`config.mk`:
```
export PLATFORM = sky130hd
export DESIGN_NAME = q_sys_descriptor_fetch_master
export DESIGN_NICKNAME = d
export VERILOG_FILES = /design/src/rtl/q_sys_descriptor_fetch_master.sv
export SDC_FILE = /design/constraint.sdc
export NUM_CORES = 1
export LEC_CHECK = 0
export ABC_AREA = 1
export BUFFER_PORTS_ARGS = -buffer_cell sky130_fd_sc_hd__buf_2
export CORE_ASPECT_RATIO = 1.4
export CORE_UTILIZATION = 45
export DETAILED_ROUTE_END_ITERATION = 10
export PLACE_DENSITY = 0.71
export SKIP_LAST_GASP = 1
export SYNTH_ARGS = -nofsm -noshare
export SYNTH_HDL_FRONTEND = slang
export SYNTH_SLANG_ARGS = --single-unit
```
`constraint.sdc`:
```
create_clock -name clk -period 4.8 [get_ports clk]
set_input_delay 1.2 -clock clk [delete_from_list [all_inputs] [get_ports clk]]
set_output_delay 1.2 -clock clk [all_outputs]
set_load 0.01 [all_outputs]
```
`src/rtl/q_sys_descriptor_fetch_master.sv`:
```
// Avalon-MM master that walks a linked chain of 4-word SGDMA descriptors and hands each one to a DMA engine.
// Defining DESC_FETCH_IRQ_EN adds the irq output and the irq_clear input.
module q_sys_descriptor_fetch_master #(
  parameter int ADDR_W     = 13,
  parameter int DESC_WORDS = 4,
  parameter int MAX_DESC   = 256
) (
  input  logic              clk,
  input  logic              reset_n,
  input  logic              start,
  input  logic [ADDR_W-1:0] base_addr,
  input  logic              stop,
  output logic              busy,
  output logic              done,
  output logic              error,
  output logic [ADDR_W-1:0] m_address,
  output logic              m_read,
  output logic              m_write,
  output logic [31:0]       m_writedata,
  output logic [3:0]        m_byteenable,
  input  logic              m_waitrequest,
  input  logic [31:0]       m_readdata,
  input  logic              m_readdatavalid,
  output logic              desc_valid,
  input  logic              desc_ready,
  output logic [31:0]       desc_buf_addr,
  output logic [15:0]       desc_length,
  output logic [15:0]       desc_ctrl,
  input  logic              status_valid,
  input  logic [30:0]       status_data,
  output logic [2:0]        state_dbg
`ifdef DESC_FETCH_IRQ_EN
  ,
  output logic              irq,
  input  logic              irq_clear
`endif
);

  typedef enum logic [2:0] {
    IDLE, RD_ISSUE, RD_DRAIN, CHECK, PRESENT, WAIT_STS, WB, FINISH
  } state_t;

  localparam int CW = $clog2(DESC_WORDS + 1);
  localparam int DW = $clog2(MAX_DESC + 1);

  state_t            state, state_nxt;
  logic [ADDR_W-1:0] cur_addr;
  logic [CW-1:0]     issue_cnt, rx_cnt;
  logic [DW-1:0]     desc_cnt;
  logic [31:0]       next_ptr, buf_addr, ctrl_len;
  logic              own;
  logic [30:0]       sts;
  logic              stop_seen;
  logic              rx_beat, chain_end, limit_hit;

  // Read beats are only meaningful while fetching; anywhere else but IDLE they flag an error.
  assign rx_beat   = m_readdatavalid && (state == RD_ISSUE || state == RD_DRAIN);
  assign chain_end = stop_seen || stop || (next_ptr == 32'd0);
  assign limit_hit = (desc_cnt + DW'(1)) == DW'(MAX_DESC);

  always_ff @(posedge clk or negedge reset_n) begin
    if (!reset_n) state <= IDLE;
    else          state <= state_nxt;
  end

  always_comb begin
    state_nxt = state;
    case (state)
      IDLE:     if (start) state_nxt = RD_ISSUE;
      RD_ISSUE: if (!m_waitrequest && issue_cnt == CW'(DESC_WORDS - 1)) state_nxt = RD_DRAIN;
      RD_DRAIN: if (rx_cnt == CW'(DESC_WORDS) ||
                    (rx_cnt == CW'(DESC_WORDS - 1) && m_readdatavalid)) state_nxt = CHECK;
      CHECK:    state_nxt = own ? PRESENT : FINISH;
      PRESENT:  if (desc_ready) state_nxt = WAIT_STS;
      WAIT_STS: if (status_valid) state_nxt = WB;
      WB:       if (!m_waitrequest) state_nxt = (chain_end || limit_hit) ? FINISH : RD_ISSUE;
      FINISH:   state_nxt = IDLE;
      default:  state_nxt = IDLE;
    endcase
  end

  // desc_valid/desc_ready: a descriptor transfers on the cycle both are high; the
  // fields stay stable from the first cycle desc_valid is high until that transfer.
  always_comb begin
    busy         = (state != IDLE);
    done         = (state == FINISH);
    m_read       = (state == RD_ISSUE);
    m_write      = (state == WB);
    desc_valid   = (state == PRESENT);
    m_address    = '0;
    m_writedata  = '0;
    m_byteenable = 4'h0;
    case (state)
      RD_ISSUE: begin
        m_address    = cur_addr + ADDR_W'({issue_cnt, 2'b00});
        m_byteenable = 4'hF;
      end
      WB: begin
        m_address    = cur_addr + ADDR_W'(4 * (DESC_WORDS - 1));
        m_writedata  = {1'b0, sts};
        m_byteenable = 4'hF;
      end
      default: ;
    endcase
  end

  assign desc_buf_addr = buf_addr;
  assign desc_length   = ctrl_len[15:0];
  assign desc_ctrl     = ctrl_len[31:16];
  assign state_dbg     = state;

  always_ff @(posedge clk or negedge reset_n) begin
    if (!reset_n) begin
      cur_addr  <= '0;
      issue_cnt <= '0;
      rx_cnt    <= '0;
      desc_cnt  <= '0;
      next_ptr  <= '0;
      buf_addr  <= '0;
      ctrl_len  <= '0;
      own       <= 1'b0;
      sts       <= '0;
      stop_seen <= 1'b0;
      error     <= 1'b0;
    end else begin
      if (busy && stop) stop_seen <= 1'b1;
      if (rx_beat) begin
        case (rx_cnt)
          CW'(0):  next_ptr <= m_readdata;
          CW'(1):  buf_addr <= m_readdata;
          CW'(2):  ctrl_len <= m_readdata;
          default: own      <= m_readdata[31];
        endcase
        rx_cnt <= rx_cnt + CW'(1);
      end else if (m_readdatavalid && state != IDLE) begin
        error <= 1'b1;
      end
      case (state)
        IDLE: begin
          issue_cnt <= '0;
          rx_cnt    <= '0;
          if (start) begin
            cur_addr  <= {base_addr[ADDR_W-1:2], 2'b00};
            error     <= 1'b0;
            desc_cnt  <= '0;
            stop_seen <= 1'b0;
          end
        end
        RD_ISSUE: if (!m_waitrequest) issue_cnt <= issue_cnt + CW'(1);
        WAIT_STS: if (status_valid) sts <= status_data;
        WB: begin
          issue_cnt <= '0;
          rx_cnt    <= '0;
          if (!m_waitrequest) begin
            desc_cnt <= desc_cnt + DW'(1);
            if (!chain_end) begin
              if (limit_hit) error    <= 1'b1;
              else           cur_addr <= {next_ptr[ADDR_W-1:2], 2'b00};
            end
          end
        end
        default: ;
      endcase
    end
  end

`ifdef DESC_FETCH_IRQ_EN
  logic error_d;

  // Raising wins over irq_clear in the same cycle.
  always_ff @(posedge clk or negedge reset_n) begin
    if (!reset_n) begin
      irq     <= 1'b0;
      error_d <= 1'b0;
    end else begin
      error_d <= error;
      if (done || (error && !error_d)) irq <= 1'b1;
      else if (irq_clear)              irq <= 1'b0;
    end
  end
`endif

endmodule

```
==> results of run 1 <==
routing by layer:
layer  GRT usage  vias to the layer above
met3      0.0459                       19
met5           0                        -
li1            -                     3072
met1       0.257                     2689
met2       0.338                      171
met4      0.0676                        0
final timing paths:
path	end
min	desc_buf_addr[27]$_DFFE_PN0P_
max reg2reg	cur_addr[7]$_DFFE_PN0P_
max in group asynchronous	ctrl_len[11]$_DFFE_PN0P_
min reg2reg	desc_buf_addr[27]$_DFFE_PN0P_
max	m_address[12]
min in group asynchronous	state_dbg[1]$_DFFE_PN0P_
layout make-up:
type / count / area [um^2] / area share
clock buffer: 17 / 425 / 0.0477
clock inverter: 14 / 169 / 0.0190
inverter: 125 / 470 / 0.0528
multi-input combinational: 548 / 2570 / 0.289
sequential: 159 / 3980 / 0.446
tap: 196 / 245 / 0.0275
timing repair buffer: 204 / 1050 / 0.118
logic make-up (layout without fill, tap and decap cells):
kind of cell	after synthesis	after routing	synth area share
DFF	159	159	0.551
other	1	3	0.000520
xor gates and xnor gates	2	2	0.00243
adders and majority gates	13	13	0.0236
and+or+nand+nor	349	349	0.195
buffers and inverters	163	360	0.0936
AOI/OAI and AO/OA	181	181	0.133
cell usage in the layout (no fill, tap or decap), drive strengths merged:
master,n
clkbuf,17
nand4,3
inv,135
dfrtp,159
nor2,114
a221oi,1
nand3b,1
nor3,5
fa,1
nand2,210
o31ai,1
o21ai,130
o22ai,7
nand3,15
a21oi,41
conb,3
ha,12
a21boi,1
xor2,2
nor4,1
buf,204
clkinv,2
bufinv,2
power groups by stage:
stage               sequential [W]  clock (W)  combinational, W
finish                     0.00222    0.00138           0.00202
CTS                        0.00222    0.00141           0.00206
global placement           0.00222          0           0.00200
global route               0.00229    0.00146           0.00232
floorplan                  0.00231          0           0.00126
detailed placement         0.00224          0           0.00206
critical path, cell delays in order (launching register included):
cell and delay, ps:
dfrtp_1 420, inv_1 150, nand2_1 80, nor2_2 120
inv_1 110, nand2_1 70, ha_1 150, inv_1 50
fa_1 360, inv_1 80, nand2_1 60, a21boi_0 230
inv_1 120, nor3_1 220, nand2_1 100, o21ai_0 160
a21oi_1 60, buf_2 140
through the flow:
| stage | worst slack, ps | instance area, um^2 | util | total power (W) |
|---|---|---|---|---|
| floorplan | 909 | 7220 | - | 0.00358 |
| CTS | 427 | 8910 | 0.571 | 0.00569 |
| global placement | 935 | 8320 | 0.533 | 0.00422 |
| global route | 37.3 | 8910 | 0.571 | 0.00608 |
| finish | 504 | 8910 | 0.571 | 0.00561 |
| detailed placement | 888 | 8320 | 0.533 | 0.00429 |
sequential cells by signal, summed over array words and instances, names as in the netlist, 3 cells and up:
register       flops
next_ptr          32
desc_cnt           9
ctrl_len          32
sts               31
issue_cnt          3
desc_buf_addr     32
rx_cnt             3
cur_addr          11
state_dbg          3
==> results.sh, run 1 <==
export IMPL_crit_type="reg2out"
export IMPL_synth_ff_type="dfrtp_1"
export IMPL_yosysUniqueCellTypes=34
export IMPL_ys_top_cells_by_area="dfrtp_1 (55%), nand2_1 (11%), o21ai_0 (6.9%)"
export IMPL_ys_seq_area_frac=0.551
export IMPL_grt_remaining_overflow=0
export IMPL_fin_crit_ps=4300
export IMPL_grt_use_total=0.203
export IMPL_r2r_start="state_dbg[0]$_DFFE_PN0P_"
export IMPL_dp_cells=1232
export IMPL_clockBufferDepth=2
export IMPL_period_share=0.895
export IMPL_wl_met3_um=854
export IMPL_hold_class="reg2reg"
export IMPL_p_sw_frac=0.385
export IMPL_vdd_ir_drop_worst_v=0.000285
export IMPL_cts_sinks=159
export IMPL_hold_ws_ps=480
export IMPL_final_setup_skew_ps=9.47
export IMPL_post_cts_buffers=0
export IMPL_cts_max_level=4
export IMPL_hold_violations=0
export IMPL_drv_slew=0
export IMPL_relSlewSlack=0.322
export IMPL_path_clk_slew_ps=70
export IMPL_pwr_share_comb=0.359
export IMPL_die_w_um=109
export IMPL_tightestPinTransition_ps=1020
export IMPL_nFillCells=1457
export IMPL_cts_resized=0
export IMPL_synth_top_area_frac=0.551
export IMPL_grt_pass1_vias=5682
export IMPL_wirelength_met1_um=7200
export IMPL_p_clk_frac=0.245
export IMPL_synth_most_common_cell="nand2_1"
export IMPL_syn_area_per_cell_um2=8.31
export IMPL_rrSetupSlack_ps=2530
export IMPL_r2r_cells=9
export IMPL_power_switching_w=0.00216
export IMPL_vias=5951
export IMPL_antenna_found_initial=0
export IMPL_numCtsBuffers=17
export IMPL_synth_area_leader_cell="dfrtp_1"
export IMPL_endpoint_kind="primary output"
export IMPL_synth_ff_latch_count=159
export IMPL_postCtsHoldBufs=0
export IMPL_final_setup_tns_ps=0
export IMPL_cts_tree="yes"
export IMPL_yosys_warnings=0
export IMPL_wirelength_um=16200
export IMPL_via_per_inst=4.71
export IMPL_p_int_w=0.00345
export IMPL_worstPathMaxFanout=5
export IMPL_io_pins=206
export IMPL_pwr_density_cell_nw_per_um2=630
export IMPL_arrival_ps=3100
export IMPL_cts_root_buffer="clkbuf_16"
export IMPL_fp_dieArea_um2=16600
export IMPL_insertedDiodeCount=0
export IMPL_drcViolationCount=0
export IMPL_dp_hpwl_um=11700
export IMPL_rsz0062_at_grt="no"
export IMPL_place_congestion=0.869
export IMPL_drive_above_1_share=0.246
export IMPL_wl_met2_um=7930
export IMPL_outcome="completed"
export IMPL_grt_start_max_net_pins=105
export IMPL_p_seq_frac=0.396
export IMPL_startpoint_type="flop"
export IMPL_start_util=0.462
export IMPL_dr_first_iter_drc_count=259
export IMPL_async_flop_share=1.00
export IMPL_numPortBuffers=200
export IMPL_synth_common_cells="nand2_1 (205), dfrtp_1 (159), inv_1 (121), nor2_1 (109), o21ai_0 (100)"
export IMPL_grt_pass1_wl_um=26600
export IMPL_p_leak_nw=5.01
export IMPL_drt_pass1_iter_count=4
export IMPL_hold_start="desc_buf_addr[27]$_DFFE_PN0P_"
export IMPL_final_cell_count_no_fill=1263
export IMPL_worstPathRequired_ps=3600
export IMPL_setup_violations=0
export IMPL_die_h_um=152
export IMPL_hold_path_depth=2
export IMPL_fmax_mhz=233
export IMPL_startpoint="state_dbg[0]$_DFFE_PN0P_"
export IMPL_rows=54
export IMPL_clkLatencyLatePin_ps=420
export IMPL_area_delta_synth_final_pct=23.5
export IMPL_core_um2=15600
export IMPL_netlist_area_um2=7220
export IMPL_cap_violations=0
export IMPL_synthCells=868
export IMPL_final_antenna_net_count=0
export IMPL_synth_edf_count=0
export IMPL_nNetsFinal=1152
export IMPL_wl_per_cell_um=12.8
export IMPL_top_layer="met4"
(Power assumes the default switching activity.)
==> run 2, diff against run 1 <==
--- a/config.mk
+++ b/config.mk
@@ -5,12 +5,12 @@
 export SDC_FILE = /design/constraint.sdc
 export NUM_CORES = 1
 export LEC_CHECK = 0
-export ABC_AREA = 1
 export BUFFER_PORTS_ARGS = -buffer_cell sky130_fd_sc_hd__buf_2
-export CORE_ASPECT_RATIO = 1.4
+export CAP_MARGIN = 20
+export CORE_ASPECT_RATIO = 0.5
 export CORE_UTILIZATION = 45
 export DETAILED_ROUTE_END_ITERATION = 10
-export PLACE_DENSITY = 0.71
+export PLACE_DENSITY = 0.7
 export SKIP_LAST_GASP = 1
 export SYNTH_ARGS = -nofsm -noshare
 export SYNTH_HDL_FRONTEND = slang
==> results.sh, run 2 <==
export IMPL_drv_slew=0
export IMPL_drt_pass1_iter_count=5
export IMPL_async_flop_share=1.00
export IMPL_synth_area_leader_cell="dfrtp_1"
export IMPL_top_layer="met4"
export IMPL_post_cts_buffers=0
export IMPL_worstPathMaxFanout=18
export IMPL_setup_violations=0
export IMPL_grt_start_max_net_pins=111
export IMPL_startpoint_type="flop"
export IMPL_final_antenna_net_count=0
export IMPL_path_clk_slew_ps=70
export IMPL_core_um2=15700
export IMPL_drive_above_1_share=0.460
export IMPL_crit_type="reg2out"
export IMPL_dr_first_iter_drc_count=264
export IMPL_grt_pass1_wl_um=26000
export IMPL_period_share=0.866
export IMPL_grt_pass1_vias=5168
export IMPL_pwr_density_cell_nw_per_um2=644
export IMPL_start_util=0.469
export IMPL_insertedDiodeCount=0
export IMPL_grt_remaining_overflow=0
export IMPL_io_pins=206
export IMPL_vdd_ir_drop_worst_v=0.000384
export IMPL_cts_max_level=4
export IMPL_fp_dieArea_um2=16900
export IMPL_final_cell_count_no_fill=1017
export IMPL_synth_edf_count=0
export IMPL_place_ws_ps=1070
export IMPL_nNetsFinal=880
export IMPL_relSlewSlack=0.318
export IMPL_numCtsBuffers=17
export IMPL_final_common_cell="buf_2"
export IMPL_synth_ff_latch_count=159
export IMPL_final_setup_tns_ps=0
export IMPL_drcViolationCount=0
export IMPL_cts_resized=0
export IMPL_fin_crit_ps=4150
export IMPL_r2r_start="state_dbg[0]$_DFFE_PN0P_"
export IMPL_final_cell_mix="buf_2 (199), dfrtp_1 (159), mux2_2 (113)"
export IMPL_rsz0062_at_grt="no"
export IMPL_postCtsHoldBufs=0
export IMPL_die_w_um=183
export IMPL_ys_top_cells_by_area="dfrtp_1 (54%), mux2_2 (17%), and2_1 (2.9%)"
export IMPL_cts_sinks=159
export IMPL_outcome="completed"
export IMPL_cts_tree="yes"
export IMPL_numPortBuffers=200
export IMPL_syn_area_per_cell_um2=12.3
export IMPL_rows=32
export IMPL_tightestPinTransition_ps=1020
export IMPL_wirelength_met1_um=7100
export IMPL_fmax_mhz=241
export IMPL_die_h_um=92.3
export IMPL_wl_per_cell_um=15.8
export IMPL_endpoint_kind="primary output"
export IMPL_arrival_ps=2950
export IMPL_place_congestion=0.778
export IMPL_clockBufferDepth=2
export IMPL_synthCells=596
export IMPL_synth_most_common_cell="dfrtp_1"
export IMPL_hold_class="reg2reg"
export IMPL_yosys_warnings=0
export IMPL_ys_seq_area_frac=0.542
export IMPL_dp_cells=984
export IMPL_wl_met3_um=644
export IMPL_synth_common_cells="dfrtp_1 (159), mux2_2 (113), nor2_1 (50), and2_1 (34), o21ai_0 (21)"
export IMPL_nFillCells=1313
export IMPL_netlist_area_um2=7340
export IMPL_via_per_inst=5.14
export IMPL_hold_violations=0
export IMPL_cap_violations=0
export IMPL_p_leak_nw=4.43
export IMPL_grt_use_total=0.197
export IMPL_yosysUniqueCellTypes=51
export IMPL_clkLatencyLatePin_ps=420
export IMPL_cts_root_buffer="clkbuf_16"
export IMPL_synth_top_area_frac=0.542
export IMPL_worstPathRequired_ps=3600
export IMPL_seq_area_um2=3980
export IMPL_area_delta_synth_final_pct=23.9
export IMPL_startpoint="state_dbg[0]$_DFFE_PN0P_"
export IMPL_wl_met2_um=7950
export IMPL_antenna_found_initial=0
export IMPL_dp_hpwl_um=11300
export IMPL_synth_ff_type="dfrtp_1"
export IMPL_final_setup_skew_ps=15.4
export IMPL_hold_start="ctrl_len[19]$_DFFE_PN0P_"
export IMPL_vias=5228
export IMPL_wirelength_um=16100
export IMPL_layout_setup_ws_ps=645
export IMPL_multi_input_area_um2=3110
## run 2: metrics by stage
| step | util | total power, W | hold slack, ps | cell area [um^2] |
|---|---|---|---|---|
| floorplan | - | 0.00378 | 450 | 7350 |
| CTS | 0.579 | 0.00592 | 494 | 9070 |
| global route | 0.581 | 0.00625 | 504 | 9090 |
| finish | 0.581 | 0.00585 | 488 | 9090 |
| global placement | 0.541 | 0.00447 | 467 | 8470 |
| detailed placement | 0.541 | 0.00456 | 476 | 8470 |
## run 2: cell families (layout without fill, tap and decap cells)
logic type	Yosys count	after routing	synth area share
flip-flops	159	159	0.542
AND/OR/NAND/NOR	147	147	0.101
multiplexers	129	129	0.198
AO/OA/AOI/OAI	79	79	0.0830
buffers and inverters	54	252	0.0358
XOR/XNOR	14	14	0.0167
adder cells (fa/ha/maj)	13	13	0.0232
other	1	3	0.000511
## run 2: path summary, 6_finish.rpt
path	to	slack, ps	depth (start not counted)
max in group asynchronous	sts[18]$_DFFE_PN0P_	3060	3
hold reg to reg	ctrl_len[19]$_DFFE_PN0P_	490	1
hold / removal	ctrl_len[19]$_DFFE_PN0P_	490	1
setup reg to reg	cur_addr[7]$_DFFE_PN0P_	1860	6
min in group asynchronous	ctrl_len[29]$_DFFE_PN0P_	730	1
setup / recovery	m_address[12]	650	11
## run 2: cell type report
class | count | share of cell area
Sequential cell | 159 | 0.437
Multi-Input combinational cell | 385 | 0.342
Inverter | 15 | 0.00619
Clock inverter | 15 | 0.0186
Clock buffer | 17 | 0.0468
Timing Repair Buffer | 205 | 0.118
Tap cell | 221 | 0.0304
## run 2: per-layer routing
metal  up-vias  track usage
li1       2487            -
met1      2572        0.250
met2       134        0.329
met3        35       0.0436
met4         0       0.0812
met5         -            0
## run 2: critical path, stage by stage, from the launching register on
cell      delay [ps]
dfrtp_1          560
nand3b_1         360
nand2b_1         140
ha_1             170
inv_1             50
fa_1             360
nor2b_1          200
o21ba_2          190
nand3_1          120
xor2_1           170
nor2_1            50
buf_2            160
## run 2: power by group
| part | internal (W) | switching (W) | total (W) |
|---|---|---|---|
| registers | 0.00196 | 0.000413 | 0.00237 |
| logic | 0.00109 | 0.00105 | 0.00214 |
| clock network | 0.000705 | 0.000633 | 0.00134 |
| total | 0.00376 | 0.00209 | 0.00585 |
==> run 3, diff against run 2 <==
--- a/config.mk
+++ b/config.mk
@@ -7,7 +7,7 @@
 export LEC_CHECK = 0
 export BUFFER_PORTS_ARGS = -buffer_cell sky130_fd_sc_hd__buf_2
 export CAP_MARGIN = 20
-export CORE_ASPECT_RATIO = 0.5
+export CORE_ASPECT_RATIO = 1.2
 export CORE_UTILIZATION = 45
 export DETAILED_ROUTE_END_ITERATION = 10
 export PLACE_DENSITY = 0.7
==> results.sh, run 3 (synthesized netlist as in run 2, its figures left out) <==
export IMPL_post_cts_buffers=0
export IMPL_cts_tree="yes"
export IMPL_nFillCells=1328
export IMPL_nNetsFinal=882
export IMPL_r2r_start="desc_cnt[0]$_DFFE_PN0P_"
export IMPL_place_congestion=0.806
export IMPL_max_stage_delay_ps=630
export IMPL_dr_first_iter_drc_count=192
export IMPL_setup_violations=0
export IMPL_clkLatencyLatePin_ps=430
export IMPL_holdPathEnd="ctrl_len[9]$_DFFE_PN0P_"
export IMPL_antenna_found_initial=0
export IMPL_wirelength_um=16200
export IMPL_cts_max_level=4
export IMPL_area_delta_synth_final_pct=23.6
export IMPL_grt_pass1_vias=5394
export IMPL_clockBufferDepth=2
export IMPL_reg2reg_to="cur_addr[3]$_DFFE_PN0P_"
export IMPL_final_core_utilization=0.576
export IMPL_grt_remaining_overflow=0
export IMPL_grt_pass1_wl_um=26600
export IMPL_grt_use_total=0.200
export IMPL_numCtsBuffers=17
export IMPL_final_cell_mix="buf_2 (199), dfrtp_1 (159), mux2_2 (113)"
export IMPL_via_per_inst=5.24
export IMPL_drive_above_1_share=0.459
export IMPL_final_common_cell="buf_2"
export IMPL_die_w_um=119
export IMPL_fmax_mhz=237
export IMPL_path_clk_slew_ps=70
export IMPL_start_util=0.466
export IMPL_cts_resized=0
export IMPL_cts_root_buffer="clkbuf_16"
export IMPL_hold_class="reg2reg"
export IMPL_p_leak_nw=4.44
export IMPL_vias=5269
export IMPL_drv_slew=0
export IMPL_relSlewSlack=0.394
export IMPL_wl_per_cell_um=16.1
export IMPL_hold_path_depth=1
export IMPL_r2r_cells=6
export IMPL_postCtsHoldBufs=0
export IMPL_hold_start="ctrl_len[9]$_DFFE_PN0P_"
export IMPL_startpoint_type="flop"
export IMPL_crit_type="reg2out"
export IMPL_path_common_cell="nor2_1"
export IMPL_drcViolationCount=0
export IMPL_dp_hpwl_um=11800
export IMPL_arrival_ps=3030
export IMPL_crit_chain="nand3b_1 > inv_1 > buf_4 > nor2_1 > ha_1 > nor2b_1 > o21ba_2 > nand3_1 > xor2_1 > nor2_1 > buf_2"
export IMPL_final_antenna_net_count=0
export IMPL_final_cell_count_no_fill=1006
export IMPL_rrSetupSlack_ps=2100
export IMPL_grt_start_max_net_pins=92
export IMPL_critPathSlowestCell="dfrtp_1"
export IMPL_core_um2=15800
export IMPL_die_h_um=142
export IMPL_period_share=0.880
export IMPL_insertedDiodeCount=0
export IMPL_final_setup_skew_ps=11.5
export IMPL_cts_sinks=159
export IMPL_endpoint_kind="primary output"
export IMPL_cap_violations=0
export IMPL_tightestPinTransition_ps=903
export IMPL_io_pins=206
export IMPL_hold_violations=0
export IMPL_worstPathRequired_ps=3600
export IMPL_final_setup_tns_ps=0
export IMPL_numPortBuffers=200
export IMPL_fp_dieArea_um2=16800
export IMPL_fin_crit_ps=4230
export IMPL_outcome="completed"
export IMPL_pwr_density_cell_nw_per_um2=653
export IMPL_rows=50
export IMPL_vdd_ir_drop_worst_v=0.000380
export IMPL_worstPathMaxFanout=36
export IMPL_drt_pass1_iter_count=4
export IMPL_dp_cells=974
export IMPL_rsz0062_at_grt="no"
run 3: changes by cell type in the layout (fill, tap and decap cells not counted), moves of 2 or more:
cell	before	now
clkinv_8	3	0
buf_4	3	7
bufinv_16	0	2
inv_8	7	5
run 3: worst max-delay path by stage:
| stage | slack [ps] | depth (start not counted) | startpoint | end |
|---|---|---|---|---|
| global route | 260 | 11 | state_dbg[2]$_DFFE_PN0P_ | m_address[10] |
| detailed placement | 1020 | 11 | state_dbg[0]$_DFFE_PN0P_ | m_address[10] |
| CTS | 560 | 11 | state_dbg[2]$_DFFE_PN0P_ | m_address[12] |
| floorplan | 1250 | 11 | state_dbg[0]$_DFFE_PN0P_ | m_address[10] |
| global placement | 1070 | 11 | state_dbg[0]$_DFFE_PN0P_ | m_address[12] |
| finish | 570 | 11 | state_dbg[2]$_DFFE_PN0P_ | m_address[10] |
run 3: critical path, delay by kind of cell (launching register included):
family,cells,cell delay [ps]
flip-flops,1,630
AND/OR/NAND/NOR,5,760
adder cells (fa/ha/maj),1,310
buffers and inverters,3,520
XOR/XNOR,1,150
AO/OA/AOI/OAI,1,200
run 3: routing by layer:
layer | global-route usage | vias to the layer above | wire [um]
li1 | - | 2477 | -
met1 | 0.242 | 2612 | 6690
met2 | 0.347 | 164 | 8400
met3 | 0.0490 | 16 | 931
met4 | 0.0686 | 0 | 211
met5 | 0 | - | 0
run 3: power by group:
| group | switching, W | internal, W | total, W |
|---|---|---|---|
| Sequential | 0.000415 | 0.00196 | 0.00238 |
| Combinational | 0.00106 | 0.00110 | 0.00216 |
| Clock | 0.000590 | 0.000803 | 0.00139 |
run 3: stage by stage:
step	power (W)	instance area, um^2	hold slack (ps)	setup WS (ps)
2_1_floorplan	0.00378	7350	450	1250
3_3_place_gp	0.00446	8460	461	1070
3_5_place_dp	0.00458	8460	476	1020
4_1_cts	0.00599	9070	491	559
5_1_grt	0.00632	9070	499	262
6_report	0.00593	9070	485	574
run 3: final cells by class:
| cell class | instances | area [um^2] | area share |
|---|---|---|---|
| multi-input cells | 385 | 3110 | 0.343 |
| flip-flops and latches | 159 | 3980 | 0.439 |
| repair buffers | 207 | 1060 | 0.117 |
| inverters | 15 | 56.3 | 0.00621 |
| clock buffers | 18 | 439 | 0.0484 |
| well taps | 208 | 260 | 0.0287 |
| clock inverters | 14 | 171 | 0.0189 |
